**src/rtl/display_mux.sv**
```systemverilog
// Four-digit multiplexed 7-segment display driver.
// Scans sec_ones, sec_tens, min_ones, min_tens in turn, one slot per
// DIGIT_CYCLES clocks. The first cycle of every slot is dead time, so
// ghosting between digits is avoided. Segment inputs are captured once per
// frame, which keeps a frame from showing a mix of old and new digits.
// Optional leading-zero blanking, a colon on digit 2, and whole-display
// blinking with a period of 2*BLINK_HALF frames.
module display_mux #(
  parameter int DIGIT_CYCLES   = 25000,
  parameter int BLINK_HALF     = 64,
  parameter bit ACTIVE_LOW_OUT = 1'b1
) (
  input  logic       clk,
  input  logic       rst,
  input  logic [6:0] sec_ones_segs,
  input  logic [6:0] sec_tens_segs,
  input  logic [6:0] min_ones_segs,
  input  logic [6:0] min_tens_segs,
  input  logic       blank_lead,
  input  logic       blink,
  input  logic       colon_en,
  output logic [6:0] seg_out,
  output logic [3:0] an,
  output logic       dp_out,
  output logic       frame_tick
);

  localparam int CNT_W = $clog2(DIGIT_CYCLES);
  localparam int FC_W  = (BLINK_HALF > 1) ? $clog2(BLINK_HALF) : 1;

  localparam logic [CNT_W-1:0] CNT_LAST = CNT_W'(DIGIT_CYCLES - 1);
  localparam logic [FC_W-1:0]  FC_LAST  = FC_W'(BLINK_HALF - 1);

  // XOR masks that turn active-high internal values into panel polarity;
  // they also double as the "everything off" drive levels.
  localparam logic [6:0] SEG_INV = ACTIVE_LOW_OUT ? 7'h7F : 7'h00;
  localparam logic [3:0] AN_INV  = ACTIVE_LOW_OUT ? 4'hF : 4'h0;
  localparam logic       DP_INV  = ACTIVE_LOW_OUT;

  localparam logic [6:0] SEG_ZERO = 7'h3F;

  logic [CNT_W-1:0] cnt_reg, cnt_next;
  logic [1:0]       idx_reg, idx_next;
  logic [FC_W-1:0]  frame_cnt_reg, frame_cnt_next;
  logic             phase_reg, phase_next;
  logic [6:0]       snap_reg [4];
  logic [6:0]       seg_in   [4];

  logic             cnt_wrap;
  logic             frame_end;
  logic             snap_load;
  logic             cnt_live;
  logic             blink_off;
  logic [3:0]       blank_vec;
  logic [3:0]       en_vec;
  logic             dp_on;
  logic [6:0]       seg_sel;

  assign seg_in[0] = sec_ones_segs;
  assign seg_in[1] = sec_tens_segs;
  assign seg_in[2] = min_ones_segs;
  assign seg_in[3] = min_tens_segs;

  assign cnt_wrap  = (cnt_reg == CNT_LAST);
  assign frame_end = cnt_wrap && (idx_reg == 2'd3);
  assign snap_load = (cnt_reg == '0) && (idx_reg == 2'd0);
  assign cnt_live  = (cnt_reg != '0);
  assign blink_off = blink && phase_reg;

  // Next-state for the scan position and the blink frame counter.
  always_comb begin
    cnt_next       = cnt_reg + 1'b1;
    idx_next       = idx_reg;
    frame_cnt_next = frame_cnt_reg;
    phase_next     = phase_reg;
    if (cnt_wrap) begin
      cnt_next = '0;
      idx_next = idx_reg + 2'd1;
    end
    if (!blink) begin
      // Holding at zero guarantees a new blink request starts visible.
      frame_cnt_next = '0;
      phase_next     = 1'b0;
    end else if (frame_end) begin
      if (frame_cnt_reg == FC_LAST) begin
        frame_cnt_next = '0;
        phase_next     = ~phase_reg;
      end else begin
        frame_cnt_next = frame_cnt_reg + 1'b1;
      end
    end
  end

  // Scan position and blink state registers.
  always_ff @(posedge clk or negedge rst) begin
    if (!rst) begin
      cnt_reg       <= '0;
      idx_reg       <= 2'd0;
      frame_cnt_reg <= '0;
      phase_reg     <= 1'b0;
    end else begin
      cnt_reg       <= cnt_next;
      idx_reg       <= idx_next;
      frame_cnt_reg <= frame_cnt_next;
      phase_reg     <= phase_next;
    end
  end

  // Capture all four digits together at the start of each frame.
  always_ff @(posedge clk or negedge rst) begin
    if (!rst) begin
      for (int i = 0; i < 4; i++) snap_reg[i] <= '0;
    end else if (snap_load) begin
      for (int i = 0; i < 4; i++) snap_reg[i] <= seg_in[i];
    end
  end

  // Blanking chains: min_ones only blanks when min_tens is blanked too.
  assign blank_vec[3] = blank_lead && (snap_reg[3] == SEG_ZERO);
  assign blank_vec[2] = blank_vec[3] && (snap_reg[2] == SEG_ZERO);
  assign blank_vec[1] = 1'b0;
  assign blank_vec[0] = 1'b0;

  // Per-digit enable: selected slot, past dead time, not blanked or blinked.
  genvar gi;
  generate
    for (gi = 0; gi < 4; gi++) begin : g_en
      assign en_vec[gi] = cnt_live && (idx_reg == 2'(gi)) &&
                          !blank_vec[gi] && !blink_off;
    end
  endgenerate

  assign dp_on   = en_vec[2] && colon_en;
  assign seg_sel = snap_reg[idx_reg];

  // Registered panel drive; reset parks everything in the off state.
  always_ff @(posedge clk or negedge rst) begin
    if (!rst) begin
      seg_out    <= SEG_INV;
      an         <= AN_INV;
      dp_out     <= DP_INV;
      frame_tick <= 1'b0;
    end else begin
      seg_out    <= seg_sel ^ SEG_INV;
      an         <= en_vec ^ AN_INV;
      dp_out     <= dp_on ^ DP_INV;
      frame_tick <= frame_end;
    end
  end

endmodule

```
**config.mk**
```make
export PLATFORM = sky130hd
export DESIGN_NAME = display_mux
export DESIGN_NICKNAME = d
export VERILOG_FILES = /design/src/rtl/display_mux.sv
export SDC_FILE = /design/constraint.sdc
export NUM_CORES = 1
export LEC_CHECK = 0
export ABC_AREA = 1
export CAP_MARGIN = 20
export CELL_PAD_IN_SITES_DETAIL_PLACEMENT = 1
export CELL_PAD_IN_SITES_GLOBAL_PLACEMENT = 1
export CORE_UTILIZATION = 41
export DETAILED_ROUTE_END_ITERATION = 10
export PLACE_DENSITY = 0.77
export SYNTH_ARGS = -nofsm -noshare
export SYNTH_HDL_FRONTEND = slang
export SYNTH_SLANG_ARGS = --single-unit
```
**constraint.sdc**
```tcl
create_clock -name clk -period 1.85 [get_ports clk]
set_input_delay 0.4625 -clock clk [delete_from_list [all_inputs] [get_ports clk]]
set_output_delay 0.4625 -clock clk [all_outputs]
set_load 0.005 [all_outputs]
```
---- After elaboration in Yosys (flattened, before gate mapping) ----
Index checks and enable logic that the tools add are counted.
storage, ports and cells
  register bits ........................... 65
  latch bits .............................. 0
  memory bits (writable) .................. 0
  ROM bits ................................ 0
  word-level logic and storage cells ...... 63
  memories kept ........................... 0
operators by class
  $add $sub $neg .......................... 3
  $mul .................................... 0
  divide/modulo/power cells ............... 0
  $lt $le $gt $ge ......................... 1
  equality and inequality tests ........... 9
  shift operators ......................... 0
  mux-type cells .......................... 10
  bitwise operators ....................... 5
  reduce and logical (&&, ||, !) cells .... 23
operators by type and width
  kind                   number
  $mux 6                 3
  $logic_and 1x1->1      16
  $add 15x1->15 const B  1
  $eq 15x15->1 const B   1
  $logic_not 15->1       1
  $mux 15                1
  $reduce_bool 15->1     1
  $bmux 7 s2             1
  $eq 7x6->1 const B     2
  $mux 7                 2
  $not 7->7              1
  $add 6x1->6 const B    1
  $eq 6x6->1 const B     1
  $eq 2x2->1 const B     2
  $ne 2x1->1 const B     2
  $not 4->4              1
  $ge 3x3->1 const B     1
  $logic_not 1->1        3
  $mux 1                 3
  $not 2->3              1
  $add 2x1->2 const B    1
  $eq 2x1->1 const B     1
  $logic_not 2->1        1
  $not 1->1              2
  $reduce_and 2->1       1

---- Longest topological paths before layout ----
Gate-level depths: netlist (run 1).
  word-level depth ........................ 8
  mapped depth ............................ 10
  mapped depth without buffers ............ 10

---- Worst setup path before layout (run 1) ----
No wires, ideal clock.
  kind .................................... register -> register
  from .................................... reg idx_reg[0]
  to ...................................... reg snap_reg[4] (netlist bit)
  arrival time ............................ 1,555 ps
  data required time ...................... 1,733 ps
  setup slack ............................. 178 ps
  cell stages (with the launch flop) ...... 9
  path buffers ............................ 3
  path through ............................ dfrtp_1 -> clkinv_1 -> clkbuf_1 -> ha_1 -> nand3_2 -> buf_6 -> buf_6 -> nand2_1 -> o21ai_2
on the way
  cells in the longest elaborated chain, start to end .. 2
ends and longest elaborated chain
  element                   line  text
  start: declaration        43    logic [1:0] idx_reg, idx_next;
  start signal: assignment  103   idx_reg <= idx_next;
  $logic_not 2->1           66    assign snap_load = (cnt_reg == '0) && (idx_reg == 2'd0);
  $logic_and 1x1->1         66
  end: declaration          46    logic [6:0] snap_reg [4];
No other way between the ends.
A chain may end at the register's enable or synchronous reset.

---- Final worst setup path (run 1) ----
  from .................................... reg dp_out
  to ...................................... out dp_out
RTL lines
  element                   line  text
  start: declaration        24    output logic dp_out,
  start signal: assignment  146   dp_out <= dp_on ^ DP_INV;
No word-level cell between the ends.

==> impl_metrics.env, run 1 <==
export IMPL_status="completed"
export IMPL_io_pins=46
export IMPL_wirelength_mm=7.26
export IMPL_num_vias=2549
export IMPL_fin_skew_ps=15.3
export IMPL_seq_area_frac_synth_pct=51.4
export IMPL_ctsLongestPathBuffers=2
export IMPL_dp_cells=519
export IMPL_drive_above_1_share_pct=15.1
export IMPL_die_y_um=90.3
export IMPL_htreeDepth=3
export IMPL_finalSetupTns_ps=0
export IMPL_cts_root_buf="clkbuf_8"
export IMPL_drc=0
export IMPL_postSynthCellCount=376
export IMPL_cp_max_fo=1
export IMPL_hold_violations=0
export IMPL_mostFrequentLayoutCells="nand2_1, inv_1, dfrtp_1"
export IMPL_cp_num_buf_inv=1
export IMPL_rsz0062_at_grt="false"
export IMPL_clk_pin_slew_worst_paths_ps=80
export IMPL_antenna_found_initial=0
export IMPL_ir_drop_uv=427
export IMPL_syn_cell_area_um2=3200
export IMPL_diodes=0
export IMPL_ant_nets=0
export IMPL_syn_nets=416
export IMPL_cts_buffers=9
export IMPL_grt_pass1_vias=2622
export IMPL_viasPerCell=4.76
export IMPL_powerDensity_nw_per_um2=720
export IMPL_crit_type="flip-flop to output pin"
export IMPL_fin_crit_ps=1800
export IMPL_end_kind="output pin"
export IMPL_gp_routability_congestion=0.812
export IMPL_clock_fmax_ghz=0.555
export IMPL_rows=31
export IMPL_grt_pass1_wl_mm=12.7
export IMPL_hpwl_mm=5.28
export IMPL_yosys_warnings=0
export IMPL_syn_to_final_growth_pct=24.0
export IMPL_maxSlewViolCount=0
export IMPL_ys_ff_latch=65
export IMPL_routedWlPerCell_um=13.6
export IMPL_worstPathArrival_ps=1340
export IMPL_syn_avg_cell_area_um2=8.50
export IMPL_largest_reg_flops=28
export IMPL_critPathMaxStageDelay_ps=520
export IMPL_core_area_um2=7410
export IMPL_hold_class="primary input to asynchronous set/reset pin"
export IMPL_cts_tree="yes"
export IMPL_insertion_delay_ps=350
export IMPL_worstPathCellList="clkdlybuf4s50_1"
export IMPL_grt_total_usage_pct=19.6
export IMPL_ys_types=28
export IMPL_grt_start_max_net_pins=66
export IMPL_final_common_cell="nand2_1"
export IMPL_start_kind="flip-flop"
export IMPL_period_share_pct=97.4
export IMPL_drtIter0Drc=102
export IMPL_critPathTopFamily="flip-flops"
export IMPL_slew_limit_headroom_pct=65.2
export IMPL_maxCapViolations=0
export IMPL_nets=471
export IMPL_cp_required_ps=1390
export IMPL_tightest_slew_ps=517
export IMPL_fp_dieArea_um2=8150
export IMPL_crit_slowest_cell="dfstp_2"
export IMPL_cts_sinks=65
export IMPL_die_w_um=90.3
export IMPL_leakage_nw=1.99
export IMPL_grt_ovfl_total=0
export IMPL_start_util_pct=43.1
export IMPL_final_cells=535
export IMPL_setup_violations=0
export IMPL_fillers=878
export IMPL_dr_pass1_iters=4
export IMPL_port_buffers=45
## metal layers
metal / vias to the layer above / global-route usage, % / share of wire, %
met5: - / 0 / 0
met2: 47 / 31.7 / 48
met1: 1214 / 26.4 / 48
li1: 1282 / - / -
met3: 6 / 5.56 / 3.3
met4: 0 / 4.03 / 0.77
## final cells by class
type,instances,area [um2],share of cell area (%)
clock buffer,10,138,3.47
clock inverter,6,48.8,1.23
inverter,64,240,6.06
multi-input combinational,239,1240,31.4
sequential,65,1640,41.4
tap,99,124,3.13
timing repair buffer,52,527,13.3
## what timing repair did
item / in CTS / in global routing
gates resized for setup: 5 / 4
setup buffers: 0 / 0
cloned: 0 / 0
setup endpoints to repair: 5 / 4
hold buffers: 0 / 0
## report_power, final
part	switching, mW	internal [mW]	total (mW)
clock network	0.596	0.536	1.13
logic	0.103	0.114	0.217
registers	0.0307	1.47	1.51
total	0.730	2.12	2.85
## synthesized netlist by cell type
library cell  count  area, um2
a21boi_0          1       7.51
a21oi_1          16       80.1
a31oi_1           1       6.26
a32o_1            2       20.0
buf_2             1       5.00
buf_6             5       56.3
clkbuf_1          2       7.51
clkinv_1          2       7.51
dfrtp_1          53       1330
dfstp_2          12        315
ha_1              7       87.6
inv_1            60        225
inv_2             2       7.51
nand2_1          91        342
nand2_2           1       6.26
nand3_1          15       75.1
nand3_2           2       20.0
nand3b_1          2       15.0
nand4_1           5       31.3
nor2_1           34        128
nor2_2            5       31.3
nor3_1           10       50.1
o21ai_0          15       75.1
o21ai_1           2       10.0
o21ai_2          20        175
or2_1             1       6.26
xnor2_1           1       8.76
xor2_1            8       70.1
## final timing paths
path	start	endpoint	slack, ps	cells after the start
max in group asynchronous	rst	seg_out[2]$_DFF_PN1_	1400	2
min in group clk	snap_reg[21]$_DFFE_PN0P_	snap_reg[21]$_DFFE_PN0P_	490	2
worst max-delay path	dp_out$_DFF_PN1_	dp_out	50	1
worst max register to register	cnt_reg[0]$_DFF_PN0_	frame_cnt_reg[5]$_DFFE_PN0P_	190	10
worst min register to register	snap_reg[21]$_DFFE_PN0P_	snap_reg[21]$_DFFE_PN0P_	490	2
worst min-delay path	rst	cnt_reg[2]$_DFF_PN0_	120	2
## cell families (layout without fill, tap and decap cells)
group / count (synthesis) / count (layout) / synth area share [%]
xor+xnor: 9 / 9 / 2.47
buf+inv: 72 / 132 / 9.67
fa+ha+maj: 7 / 7 / 2.74
simple gates: 166 / 166 / 22.0
flops: 65 / 65 / 51.4
compound gates: 57 / 57 / 11.7
## stage by stage
stage / instance area [um2] / setup slack, ps / power (mW) / hold slack, ps / util [%]
3_3_place_gp: 3770 / 250 / 1.75 / 470 / 50.9
5_1_grt: 3960 / 1.36 / 2.98 / 147 / 53.5
3_5_place_dp: 3770 / 169 / 1.76 / 472 / 50.9
6_report: 3960 / 49.0 / 2.85 / 124 / 53.5
4_1_cts: 3950 / 11.0 / 2.90 / 136 / 53.4
2_1_floorplan: 3200 / 178 / 1.61 / 167 / -
No activity file was read; power rests on OpenSTA's default activity.
==> inputs of run 2 (changes only) <==
GPL_TIMING_DRIVEN = 0   (was unset)
RECOVER_POWER = 100   (was unset)
==> run 2 against run 1 <==
Worst hold slack improved by 94 ps. Critical endpoint is now seg_out[4]. Non-clock buffer count did not move. Largest cell class unchanged. Final cell count did not move. Critical path type unchanged. Combinational power barely moved. Sequential power barely moved.
==> impl_metrics.env, run 2 (same netlist as run 1, synthesis figures left out) <==
export IMPL_status="completed"
export IMPL_cts_buffers=9
export IMPL_start_kind="flip-flop"
export IMPL_die_y_um=90.3
export IMPL_cts_setup_buffers=0
export IMPL_htreeDepth=3
export IMPL_port_buffers=45
export IMPL_cp_num_buf_inv=1
export IMPL_slew_limit_headroom_pct=44.2
export IMPL_dr_pass1_iters=4
export IMPL_grt_total_usage_pct=20.9
export IMPL_insertion_delay_ps=330
export IMPL_rows=31
export IMPL_grt_start_max_net_pins=66
export IMPL_critPathTopFamily="flip-flops"
export IMPL_die_w_um=90.3
export IMPL_fin_skew_ps=10.1
export IMPL_hold_violations=0
export IMPL_reg2reg_slack_ps=140
export IMPL_diodes=0
export IMPL_worstPathArrival_ps=1360
export IMPL_maxSlewViolCount=0
export IMPL_core_area_um2=7410
export IMPL_worstPathCellList="clkdlybuf4s50_1"
export IMPL_finalSetupTns_ps=0
export IMPL_gp_routability_congestion=0.789
export IMPL_wirelength_mm=7.74
export IMPL_post_route_util_pct=53.3
export IMPL_syn_to_final_growth_pct=23.6
export IMPL_antenna_found_initial=0
export IMPL_clk_pin_slew_worst_paths_ps=70
export IMPL_crit_type="flip-flop to output pin"
export IMPL_finalInstanceArea_um2=3950
export IMPL_period_share_pct=98.3
export IMPL_hpwl_mm=5.66
export IMPL_viasPerCell=4.84
export IMPL_start_util_pct=43.1
export IMPL_critPathMaxStageDelay_ps=540
export IMPL_power_mw=2.85
export IMPL_crit_slowest_cell="dfstp_2"
export IMPL_nets=471
export IMPL_setup_violations=0
export IMPL_tightest_slew_ps=836
export IMPL_cp_required_ps=1390
export IMPL_grt_pass1_wl_mm=13.5
export IMPL_ctsLongestPathBuffers=2
export IMPL_fin_crit_ps=1820
export IMPL_hold_class="primary input to asynchronous set/reset pin"
export IMPL_whs_ps=218
export IMPL_end_kind="output pin"
export IMPL_largest_reg_flops=28
export IMPL_cts_tree="yes"
export IMPL_drc=0
export IMPL_num_vias=2591
export IMPL_clock_fmax_ghz=0.550
export IMPL_io_pins=46
export IMPL_routedWlPerCell_um=14.5
export IMPL_drive_above_1_share_pct=14.9
export IMPL_ir_drop_uv=318
export IMPL_grt_ovfl_total=0
export IMPL_mostFrequentLayoutCells="nand2_1, inv_1, dfrtp_1"
export IMPL_maxCapViolations=0
export IMPL_final_common_cell="nand2_1"
export IMPL_powerDensity_nw_per_um2=720
export IMPL_drtIter0Drc=124
export IMPL_cp_max_fo=1
export IMPL_leakage_nw=1.94
export IMPL_place_area_um2=3770
export IMPL_cts_root_buf="clkbuf_8"
export IMPL_grt_pass1_vias=2811
export IMPL_cts_sinks=65
export IMPL_ant_nets=0
export IMPL_fillers=893
export IMPL_fp_dieArea_um2=8150
==> run 2: through the flow <==
| step | setup slack, ps | cells |
|---|---|---|
| floorplan | 178 | 376 |
| global placement | -1910 | 520 |
| detailed placement | -254 | 520 |
| CTS | 5.18 | 535 |
| global route | -7.40 | 535 |
| finish | 31.2 | 535 |
==> run 2: worst register-to-register path, stage by stage, from the launching register on <==
cell,delay (ps)
dfrtp_1,400
ha_1,190
nand2_1,110
inv_1,150
nand2_1,90
nor2_2,170
nand3_2,120
nand2_2,180
nand2_1,80
nand2_1,70
nand2_1,50
==> run 2: path summary, 6_finish.rpt <==
path | from | to | cells past startpoint
setup reg to reg | cnt_reg[0]$_DFF_PN0_ | phase_reg$_DFFE_PN0P_ | 10
max in group asynchronous | rst | idx_reg[1]$_DFFE_PN0N_ | 1
hold / removal | rst | cnt_reg[10]$_DFF_PN0_ | 1
setup / recovery | seg_out[4]$_DFF_PN1_ | seg_out[4] | 1
hold reg to reg | snap_reg[15]$_DFFE_PN0P_ | snap_reg[15]$_DFFE_PN0P_ | 2
min in group clk | snap_reg[15]$_DFFE_PN0P_ | snap_reg[15]$_DFFE_PN0P_ | 2
==> run 2: timing repair <==
action | in CTS | in global routing
gates resized for setup | 2 | 5
endpoints found under the setup margin | 30 | 29
hold buffers | 0 | 0
==> run 2: power breakdown <==
group          switching [mW]  internal (mW)
Clock                   0.520          0.601
Combinational           0.104          0.113
Sequential             0.0311           1.48
Total                   0.656           2.19
==> run 2: layout make-up <==
type / count / area, um2 / area share, %
Sequential cell: 65 / 1640 / 41.6
Inverter: 64 / 244 / 6.17
Timing Repair Buffer: 45 / 448 / 11.3
Multi-Input combinational cell: 239 / 1250 / 31.6
Buffer: 7 / 65.1 / 1.65
Clock buffer: 16 / 180 / 4.56
Tap cell: 99 / 124 / 3.13
==> run 2: layer usage <==
layer | wire length, um | up-vias | share of wire (%) | track usage [%]
li1 | - | 1278 | - | -
met1 | 3630 | 1257 | 47 | 28.5
met2 | 3810 | 50 | 49 | 33.8
met3 | 229 | 6 | 3.0 | 4.55
met4 | 78 | 0 | 1.0 | 5.24
met5 | 0 | - | 0 | 0
